### config.mk
export PLATFORM = sky130hd
export DESIGN_NAME = riscv_dram_miss_ctrl
export DESIGN_NICKNAME = d
export VERILOG_FILES = /design/src/rtl/riscv_dram_miss_ctrl.sv
export SDC_FILE = /design/constraint.sdc
export NUM_CORES = 1
export LEC_CHECK = 0
export ABC_AREA = 1
export CORE_AREA = 2 2 277 279
export DETAILED_ROUTE_END_ITERATION = 12
export DIE_AREA = 0 0 279 281
export GPL_ROUTABILITY_DRIVEN = 1
export HOLD_SLACK_MARGIN = 0.03
export SETUP_SLACK_MARGIN = 0.3
export SYNTH_ARGS = -nofsm -noshare
export SYNTH_HDL_FRONTEND = slang
export SYNTH_SLANG_ARGS = --single-unit
### constraint.sdc
create_clock -name clk -period 1.67 [get_ports clk]
set_input_delay 0.334 -clock clk [delete_from_list [all_inputs] [get_ports clk]]
set_output_delay 0.334 -clock clk [all_outputs]
set_load 0.01 [all_outputs]
### src/rtl/riscv_dram_miss_ctrl.sv
// Cache-miss sequencer: optional dirty-victim write-back, then line refill from the DRAM model.
// Define DRAM_TIMEOUT_EN to add a per-state watchdog that aborts with a bus_err pulse.
module riscv_dram_miss_ctrl #(
    parameter int unsigned ADDR_W      = 64,
    parameter int unsigned LINE_W      = 128,
    parameter int unsigned TIMEOUT_CYC = 32
) (
    input  logic              clk,
    input  logic              rst_n,
    input  logic              miss_valid,
    input  logic              miss_dirty,
    input  logic [ADDR_W-1:0] wb_addr,
    input  logic [LINE_W-1:0] wb_data,
    input  logic [ADDR_W-1:0] fill_addr,
    output logic              stall,
    output logic              fill_valid,
    output logic [LINE_W-1:0] fill_data,
    output logic              bus_err,
    output logic              wren,
    output logic              rden,
    output logic [ADDR_W-1:0] dram_addr,
    output logic [LINE_W-1:0] dram_wdata,
    input  logic [LINE_W-1:0] dram_rdata,
    input  logic              mem_ready
);

    typedef enum logic [1:0] {
        StIdle      = 2'd0,
        StWriteback = 2'd1,
        StRefill    = 2'd2,
        StDone      = 2'd3
    } state_e;

    state_e            state_q, state_d;
    logic [ADDR_W-1:0] fill_addr_q, fill_addr_d;
    logic [ADDR_W-1:0] dram_addr_q, dram_addr_d;
    logic [LINE_W-1:0] dram_wdata_q, dram_wdata_d;
    logic [LINE_W-1:0] fill_data_q, fill_data_d;
    logic              busy;
    logic              expire;

    assign busy = (state_q == StWriteback) || (state_q == StRefill);

`ifdef DRAM_TIMEOUT_EN
    localparam int unsigned CntW = $clog2(TIMEOUT_CYC + 1);

    logic [CntW-1:0] cnt_q, cnt_d;
    logic            bus_err_q;

    // Fires in the TIMEOUT_CYC-th cycle of a state; a same-cycle mem_ready takes priority.
    assign expire = busy && (cnt_q == CntW'(TIMEOUT_CYC - 1));

    always_comb begin
        cnt_d = cnt_q;
        if (state_d != state_q) begin
            cnt_d = '0;
        end else if (busy) begin
            cnt_d = cnt_q + CntW'(1);
        end
    end

    always_ff @(posedge clk or negedge rst_n) begin
        if (!rst_n) begin
            cnt_q     <= '0;
            bus_err_q <= 1'b0;
        end else begin
            cnt_q     <= cnt_d;
            bus_err_q <= expire && !mem_ready;
        end
    end

    assign bus_err = bus_err_q;
`else
    logic unused_cfg;
    assign unused_cfg = ^TIMEOUT_CYC;
    assign expire     = 1'b0;
    assign bus_err    = 1'b0;
`endif

    always_comb begin
        state_d      = state_q;
        fill_addr_d  = fill_addr_q;
        dram_addr_d  = dram_addr_q;
        dram_wdata_d = dram_wdata_q;
        fill_data_d  = fill_data_q;

        unique case (state_q)
            StIdle: begin
                if (miss_valid) begin
                    fill_addr_d = fill_addr;
                    if (miss_dirty) begin
                        state_d      = StWriteback;
                        dram_addr_d  = wb_addr;
                        dram_wdata_d = wb_data;
                    end else begin
                        state_d     = StRefill;
                        dram_addr_d = fill_addr;
                    end
                end
            end
            StWriteback: begin
                if (mem_ready) begin
                    state_d     = StRefill;
                    dram_addr_d = fill_addr_q;
                end else if (expire) begin
                    state_d = StIdle;
                end
            end
            StRefill: begin
                if (mem_ready) begin
                    state_d     = StDone;
                    fill_data_d = dram_rdata;
                end else if (expire) begin
                    state_d = StIdle;
                end
            end
            StDone: begin
                state_d = StIdle;
            end
            default: begin
                state_d = StIdle;
            end
        endcase
    end

    always_ff @(posedge clk or negedge rst_n) begin
        if (!rst_n) begin
            state_q      <= StIdle;
            fill_addr_q  <= '0;
            dram_addr_q  <= '0;
            dram_wdata_q <= '0;
            fill_data_q  <= '0;
        end else begin
            state_q      <= state_d;
            fill_addr_q  <= fill_addr_d;
            dram_addr_q  <= dram_addr_d;
            dram_wdata_q <= dram_wdata_d;
            fill_data_q  <= fill_data_d;
        end
    end

    // Strobes come straight from the state register so they cannot glitch.
    assign wren       = (state_q == StWriteback);
    assign rden       = (state_q == StRefill);
    assign fill_valid = (state_q == StDone);
    assign stall      = busy || ((state_q == StIdle) && miss_valid);
    assign fill_data  = fill_data_q;
    assign dram_addr  = dram_addr_q;
    assign dram_wdata = dram_wdata_q;

endmodule

# After elaboration in Yosys (flattened, before gate mapping)
# Cells that the tools add are included.
word_totals:
  regBits: 386
  input_bits: 389
  out_inout_bits: 325
  elab_cells: 30
op_classes:
  eq_ne: 6
  mux: 9
  n_reduce_logical: 10
ops:
  columns: ["cell", "count"]
  rows:
  - ["64-bit two-way mux", 3]
  - ["64-bit case mux with 2 select lines", 1]
  - ["3-bit AND reduction", 3]
  - ["2-bit two-way mux", 4]
  - ["2-bit case mux with 4 select lines", 1]
  - ["2-bit == test, second input constant", 2]
  - ["2-bit by 1-bit != test with 1-bit output, second input constant", 2]
  - ["2-bit AND reduction", 2]
  - ["2-bit by 1-bit == test with 1-bit output, second input constant", 1]
  - ["2-bit zero test", 1]
  - ["1-bit logical OR", 2]
  - ["2-bit != test, second input constant", 1]
  - ["2-bit nonzero test", 1]
  - ["1-bit logical AND", 1]

# Longest topological paths before layout
# Gate-level depths: netlist of the first run.
depth:
  ltp_word: 3
  depth_mapped: 8
  depth_no_buf: 7

# Least setup slack after synthesis of the first run
# OpenSTA, ideal clock, no wires.
synth_path:
  kind: "register -> register"
  startpoint: "register state_q[1]"
  endpoint: "register dram_addr_q[33], in the netlist dram_addr[33]"
  setup_ps: 116
  arrival_ps: 1430
  setup_slack_ps: 123
  stages_incl_launch_ff: 9
  period_less_slack_ps: 1547
  path_cell_list: "dfrtp_1 -> inv_1 -> ha_1 -> nor2_4 -> nand3b_4 -> buf_8 -> buf_6 -> nand2_1 -> nand2_1"
synth_between:
  elab_chain_cells: 3
  elab_cells_between_ends: 7
synth_lines:
  columns: ["item", "line", "rtl"]
  rows:
  - ["from (decl)", "34", "state_e state_q, state_d;"]
  - ["from (signal assigned)", "128", "state_q <= StIdle;"]
  - ["from (signal assigned)", "134", "state_q <= state_d;"]
  - ["2-bit by 1-bit == test with 1-bit output (*)", null, null]
  - ["named net wren", "19", "output logic wren,"]
  - ["2-bit by 1-bit != test with 1-bit output (no line) or 2-bit nonzero test (tied branches)", null, null]
  - ["3-bit AND reduction (no line)", null, null]
  - ["to (signal assigned)", "136", "dram_addr_q <= dram_addr_d;"]
  - ["to (decl)", "36", "logic [ADDR_W-1:0] dram_addr_q, dram_addr_d;"]
# The timed path passes the listed nets; every way through them passes the cells marked *.
# A chain may end at the register's enable or synchronous reset.

# Worst setup path in the final report of the first run
layout_path:
  startpoint: "register state_q[0]"
  endpoint: "output port stall"
layout_between:
  elab_chain_cells: 3
  elab_cells_between_ends: 6
layout_lines:
  columns: ["item", "line", "rtl"]
  rows:
  - ["2-bit by 1-bit == test with 1-bit output (tied with other cells)", "42", "assign busy = (state_q == StWriteback) || (state_q == StRefill);"]
  - ["1-bit logical OR or 1-bit logical AND (tied branches)", "42, 146", null]
  - ["1-bit logical OR (*)", "146", "assign stall = busy || ((state_q == StIdle) && miss_valid);"]
  - ["to (decl)", "15", "output logic stall,"]
# Every way passes the cells marked *; elsewhere a longest branch is shown, timed or not.

==> impl_results.md, run 1 <==
- Status: finished with violations
- Failing checks: negative setup slack
- Clock network fraction of total power: 18.9%
- Hold Path Class: input pin to flip-flop
- Routed wire length: 73900 um
- CTS Buffer Depth: 3
- Die Ht: 281 um
- Tmin final: 1.87 ns
- P_sw: 0.0219 W
- Num ports: 714
- Htree depth: 2
- Worst ir drop on vdd: 0.892 mV
- Area leader, netlist: dfrtp_1
- Yosys reg bits: 386
- Startpoint Class: flip-flop
- Top cell type's share of synthesized area: 57.4%
- Total Power: 0.0579 W
- Post-synth ARST share: 100%
- Vias in the first global route: 16326
- Cell Area, Synth: 16800 um^2
- Critical Path Max Stage Delay: 0.40 ns
- Via density: 4.25
- Top post-synthesis cells by count: 904 x nand2_1, 386 x dfrtp_1, 262 x inv_1, 193 x nand3_1, 113 x o21ai_1
- Gr usage total: 16.5%
- Final worst setup slack: -0.196 ns
- R2R Setup Slk: -0.20 ns
- Detail Route Antenna Nets: 0
- Area Growth Syn to Fin: 82.1%
- Crit path capture type: output pin
- Sw frac: 37.8%
- First-pass GRT wire length: 99900 um
- CTS tree: built
- Ranking of synthesized cells by area: dfrtp_1 57%, nand2_1 20%, inv_1 5.8%
- Worst-path clk slew: 0.07 ns
- Cells after Synth: 2081
- Total clock sinks: 386
- Pre-CTS WS: -0.410 ns
- Worst Setup EP: stall
- Fin crit share: 112%
- Antenna violations before repair: 3
- Crit Path Max Fanout: 2
- Kind of critical path: flip-flop to output pin
- Sequential area share after synthesis: 57.4%
- Synth warnings: 0
- Worst R2R End: dram_wdata[92]$_DFFE_PN0P_
- Seq pwr share: 29.3%
- GRT overflow: 0
- Clock latency on the worst-skew pair: 0.58 ns
- Hold Vio Cnt, Final: 0
- RSZ-0062 raised after global routing: true
- Pre-antenna DRT Iters: 5
- Final GP Congestion: 0.831
- Pwr per Cell Area: 1890 nW/um^2
- Leakage: 16.0 nW
- Num CTS Buffers: 45
- Crit path max-delay cell type: dfrtp_1
- Reg2reg path depth: 11
- Most frequent cell after synthesis: nand2_1
- Die ar.: 78400 um^2
- Largest net degree at the start of global routing: 109
- Critical path cell sequence: inv_2 -> ha_4 -> inv_4 -> nand2_4 -> buf_6
- Internal cell power: 0.0360 W
- FF+latch area: 9660 um^2
- Post-layout util: 40.6%
- Port Buf Inserts: 712
- Initial core utilization: 22.3%
- Drt drc: 0
- Share of cells above drive strength 1: 31.6%
- Number of synthesized flops with an enable pin: 0
- FF-to-FF Start: state_q[0]$_DFFE_PN0P_
- Comb power frac: 51.8%
- FILL cells: 7395
- Core Box Area: 75400 um^2
- Number of placement rows: 101
- Final Max Slew Viols: 0
- Multi-input logic area: 6640 um^2
- Worst-case hold slack: 0.271 ns
- Critical path origin: state_q[0]$_DFFE_PN0P_
- CP Data Required Time: 1.34 ns
- Fmax: 536 MHz
- HPWL after DPL: 47100 um
- Nets: 3377
- MaxCap Viol Count: 0
- Final setup viols: 325
- Avg Cell Area, Syn: 8.09 um^2
- CTS root buffer: clkbuf_16
- Synthesized net count: 2476
- Average wire per standard cell: 18.5 um
- Hold Crit Depth: 5
- Die W: 279 um
- Synth unique cells: 20
- CP Data Arrival Time: 1.53 ns
- Setup TNS: -39.50 ns
- Total number of vias: 16972
- Setup Skew: 0.0279 ns
- Initial detailed-routing violation count: 963
- Post-synth top flop: dfrtp_1
-- power groups by stage --
stage	logic, W	clock network [W]	registers, W
CTS	0.0263	0.0113	0.0166
global route	0.0323	0.0116	0.0174
global placement	0.0227	0	0.0163
floorplan	0.00835	0	0.0178
finish	0.0300	0.0109	0.0170
detailed placement	0.0229	0	0.0163
-- layout make-up --
cell class	count	area share (%)
repair buffers	976	34.2
flip-flops and latches	386	31.5
multi-input cells	1309	21.7
clock buffers	60	4.16
well taps	978	3.99
inverters	264	3.29
clock inverters	21	1.18
diodes	2	0.0163
-- worst min-delay path by stage --
stage                            from                    endpoint  slack [ns]
after floorplan                 rst_n    dram_addr[0]$_DFFE_PN0P_        0.04
after global routing        mem_ready      state_q[0]$_DFFE_PN0P_        0.27
final                       mem_ready      state_q[0]$_DFFE_PN0P_        0.27
after detailed placement        rst_n  dram_wdata[61]$_DFFE_PN0P_        0.24
after global placement          rst_n  dram_wdata[61]$_DFFE_PN0P_        0.24
after CTS                 wb_data[81]  dram_wdata[81]$_DFFE_PN0P_        0.24
-- flip-flops by register name, summed over array words and instances (netlist names) --
signal	flops
dram_wdata	128
fill_data	128
dram_addr	64
fill_addr_q	64
state_q	2
-- what timing repair did --
action | in CTS | in global routing
hold endpoints to repair | 201 | 0
setup endpoints to repair | 706 | 710
pin swaps | 70 | 20
gates cloned | 17 | 44
hold buffers | 1 | 0
gates resized for setup | 1687 | 318
setup buffers | 66 | 14
-- critical path: cells and delay by family, from the launching register on --
kind	cells	cell delay, ns
simple gates	1	0.06
flops	1	0.40
fa+ha+maj	1	0.21
buf+inv	3	0.27
-- layer usage --
layer,vias to the layer above,track usage (%),wire (um)
li1,8181,-,-
met1,8063,20.2,30300
met2,606,28.2,36100
met3,120,4.51,5210
met4,2,5.47,2250
met5,-,0,10
-- kinds of logic after synthesis --
kind of cell               after synthesis  share of synthesized area (%)
and+or+nand+nor                       1103                           26.3
buffers and inverters                  389                           9.96
DFF                                    386                           57.4
AOI/OAI and AO/OA                      196                           5.83
adders and majority gates                6                          0.446
other                                    1                         0.0223
-- through the flow --
stage	area, um^2	cells
floorplan	16900	2081
global placement	26000	3771
detailed placement	26000	3771
CTS	28500	3936
global route	30600	3995
finish	30600	3996
-- layout by cell type, fill, tap and decap left out, types with 2 or more instances in the layout --
cell	Yosys	final
nand3_4	0	2
nand2_1	904	682
diode_2	0	2
nand2_8	0	4
inv_1	262	258
nand3_1	193	190
bufinv_16	0	9
nand2_2	2	172
clkinvlp_4	0	2
buf_2	62	155
buf_12	0	51
clkbuf_1	37	7
buf_8	4	23
nand3_2	1	2
buf_16	0	22
o21ai_2	0	43
clkbuf_16	0	78
clkdlybuf4s50_1	0	385
o21ai_0	83	55
o21ai_1	113	98
ha_4	0	6
buf_6	9	201
inv_2	2	4
clkbuf_8	0	7
clkinv_2	0	8
inv_16	0	2
dfrtp_1	386	385
nand2_4	0	51
buf_4	7	106
No activity file was read; power rests on OpenSTA's default activity.
==> run 2, diff against run 1 <==
Settings changed: CORE_AREA 2 2 277 279 to 2 2 276 278, DIE_AREA 0 0 279 281 to 0 0 278 280, RECOVER_POWER from default to 25.
Clock period 1.67 ns to 2.2 ns, I/O delays scaled along.
==> run 2 against run 1 <==
Net effect: the flow now finishes without violations; sequential share of layout area is 4.9 points higher; global-route usage is 0.14 points lower; core utilization is 5.4 points lower; largest cell class is now sequential cells; largest power group unchanged.
==> impl_results.md, run 2 (synthesis gave the netlist of run 1 again) <==
- Initial detailed-routing violation count: 864
- Core Box Area: 75200 um^2
- Final setup viols: 0
- Routed wire length: 66900 um
- Nets: 3184
- Clock latency on the worst-skew pair: 0.58 ns
- Seq pwr share: 34.9%
- Share of cells above drive strength 1: 5.38%
- WHS Endpoint: dram_wdata[37]$_DFFE_PN0P_
- Average wire per standard cell: 17.5 um
- HPWL after DPL: 48300 um
- Clock network fraction of total power: 20.9%
- Port Buf Inserts: 712
- Number of placement rows: 101
- Critical path cell sequence: inv_2 -> ha_4 -> inv_4 -> nand2_4 -> buf_6
- Setup Skew: 0.0228 ns
- Final Max Slew Viols: 0
- Worst ir drop on vdd: 0.654 mV
- Post-layout util: 35.3%
- Slew headroom: 18.2%
- Htree depth: 2
- Hold Vio Cnt, Final: 0
- Kind of critical path: flip-flop to output pin
- CP Data Required Time: 1.76 ns
- RSZ-0062 raised after global routing: true
- P_sw: 0.0137 W
- Via density: 4.16
- CTS tree: built
- Gr usage total: 16.4%
- Comb power frac: 44.3%
- Pre-antenna DRT Iters: 5
- Leakage: 14.2 nW
- Antenna violations before repair: 21
- Drt drc: 0
- Final GP Congestion: 0.848
- Die W: 278 um
- Pwr per Cell Area: 1320 nW/um^2
- Num ports: 714
- Critical path origin: state_q[1]$_DFFE_PN0P_
- CP Data Arrival Time: 1.51 ns
- Initial core utilization: 22.4%
- Total number of vias: 15866
- First-pass GRT wire length: 98000 um
- Largest net degree at the start of global routing: 104
- Detail Route Antenna Nets: 0
- Hold Path Class: input pin to flip-flop
- Commonest non-fill, non-tap cell in the layout: nand2_1
- Num CTS Buffers: 46
- Area Growth Syn to Fin: 57.6%
- FF-to-FF Start: state_q[0]$_DFFE_PN0P_
- Reg2reg path depth: 9
- Tmin final: 1.95 ns
- Crit Path Max Fanout: 2
- CTS Buffer Depth: 3
- Commonest non-fill, non-tap cells in the layout: 901 x nand2_1, 385 x dfrtp_1, 385 x clkdlybuf4s50_1
- Crit path capture type: output pin
- Setup TNS: 0 ns
- Worst Path Buf+Inv: 3
- Fin crit share: 88.7%
- Worst R2R End: dram_addr[1]$_DFFE_PN0P_
- Status: finished clean
- Internal cell power: 0.0214 W
- Crit path max-delay cell type: dfrtp_2
- Sw frac: 39.0%
- Total clock sinks: 386
- Die Ht: 280 um
- CP top delay family: flip-flops
- Hold Crit Start: wb_data[37]
- Worst-path clk slew: 0.06 ns
- Hold Crit Depth: 3
- Critical Path Max Stage Delay: 0.42 ns
- Startpoint Class: flip-flop
- Fmax: 513 MHz
- R2R Setup Slk: 0.37 ns
- Vias in the first global route: 15678
- Least-Margin Pin Slew: 1.23 ns
- MaxCap Viol Count: 0
- CTS root buffer: clkbuf_16
- Die ar.: 77800 um^2
- GRT overflow: 0
==> run 2: changes by cell type in the layout (fill, tap and decap cells not counted), sizes merged, moves of 3 or more <==
cell	before	now
clkinv	9	6
nand2	909	906
buf	558	61
bufinv	9	0
diode	2	14
dlygate4sd2	0	319
==> run 2: layout make-up <==
cell class / count / area (um^2)
fillers: 7889 / 48700
repair buffers: 785 / 7590
diodes: 14 / 35.0
multi-input cells: 1306 / 5590
flip-flops and latches: 386 / 9660
clock inverters: 7 / 63.8
inverters: 264 / 996
well taps: 978 / 1220
clock buffers: 75 / 1360
==> run 2: power by group through the flow <==
| stage | Clock, W | Combinational, W | Sequential (W) |
|---|---|---|---|
| after CTS | 0.00758 | 0.0148 | 0.0122 |
| after detailed placement | 0 | 0.0165 | 0.0123 |
| after global routing | 0.00784 | 0.0172 | 0.0127 |
| final | 0.00731 | 0.0155 | 0.0122 |
| after global placement | 0 | 0.0164 | 0.0123 |
| after floorplan | 0 | 0.00622 | 0.0135 |
==> run 2: stage by stage <==
stage	std cells	worst slack [ns]	hold slack, ns	instance area (um^2)	power [W]
after floorplan	2081	0.653	0.144	16800	0.0197
after global placement	3701	0.0406	0.415	25200	0.0287
after global routing	3815	0.0986	0.373	26500	0.0377
after detailed placement	3701	0.0446	0.416	25200	0.0289
final	3815	0.249	0.400	26500	0.0350
after CTS	3787	0.103	0.351	26300	0.0346
==> run 2: routing by layer <==
layer  up-vias  GRT usage (%)  share of wire, %
li1       7767              -                 -
met1      7396           18.8                38
met2       607           27.5                49
met3        96           6.43                10
met4         0           6.38               2.8
met5         -              0                 0
==> run 2: how the worst max path moves through the flow <==
stage,endpoint,cells past startpoint,slack (ns)
global route,fill_data[69]$_DFFE_PN0P_,3,0.1
detailed placement,stall,4,0.04
finish,stall,5,0.25
floorplan,dram_addr[33]$_DFFE_PN0P_,8,0.65
CTS,stall,5,0.10
global placement,stall,4,0.04
==> run 2: tightest hold or removal path, delay by kind of cell <==
family                 cells  cell delay (ns)
AO/OA/AOI/OAI              1             0.06
buffers and inverters      2             0.44
==> run 2: what timing repair did <==
item | in CTS | in global routing
endpoints found under the setup margin | 385 | 83
gates cloned | 0 | 6
buffers inserted | 3 | 8
hold endpoints to repair | 34 | 0
resized for setup | 350 | 18
hold buffers | 1 | 0
pin swaps | 0 | 7
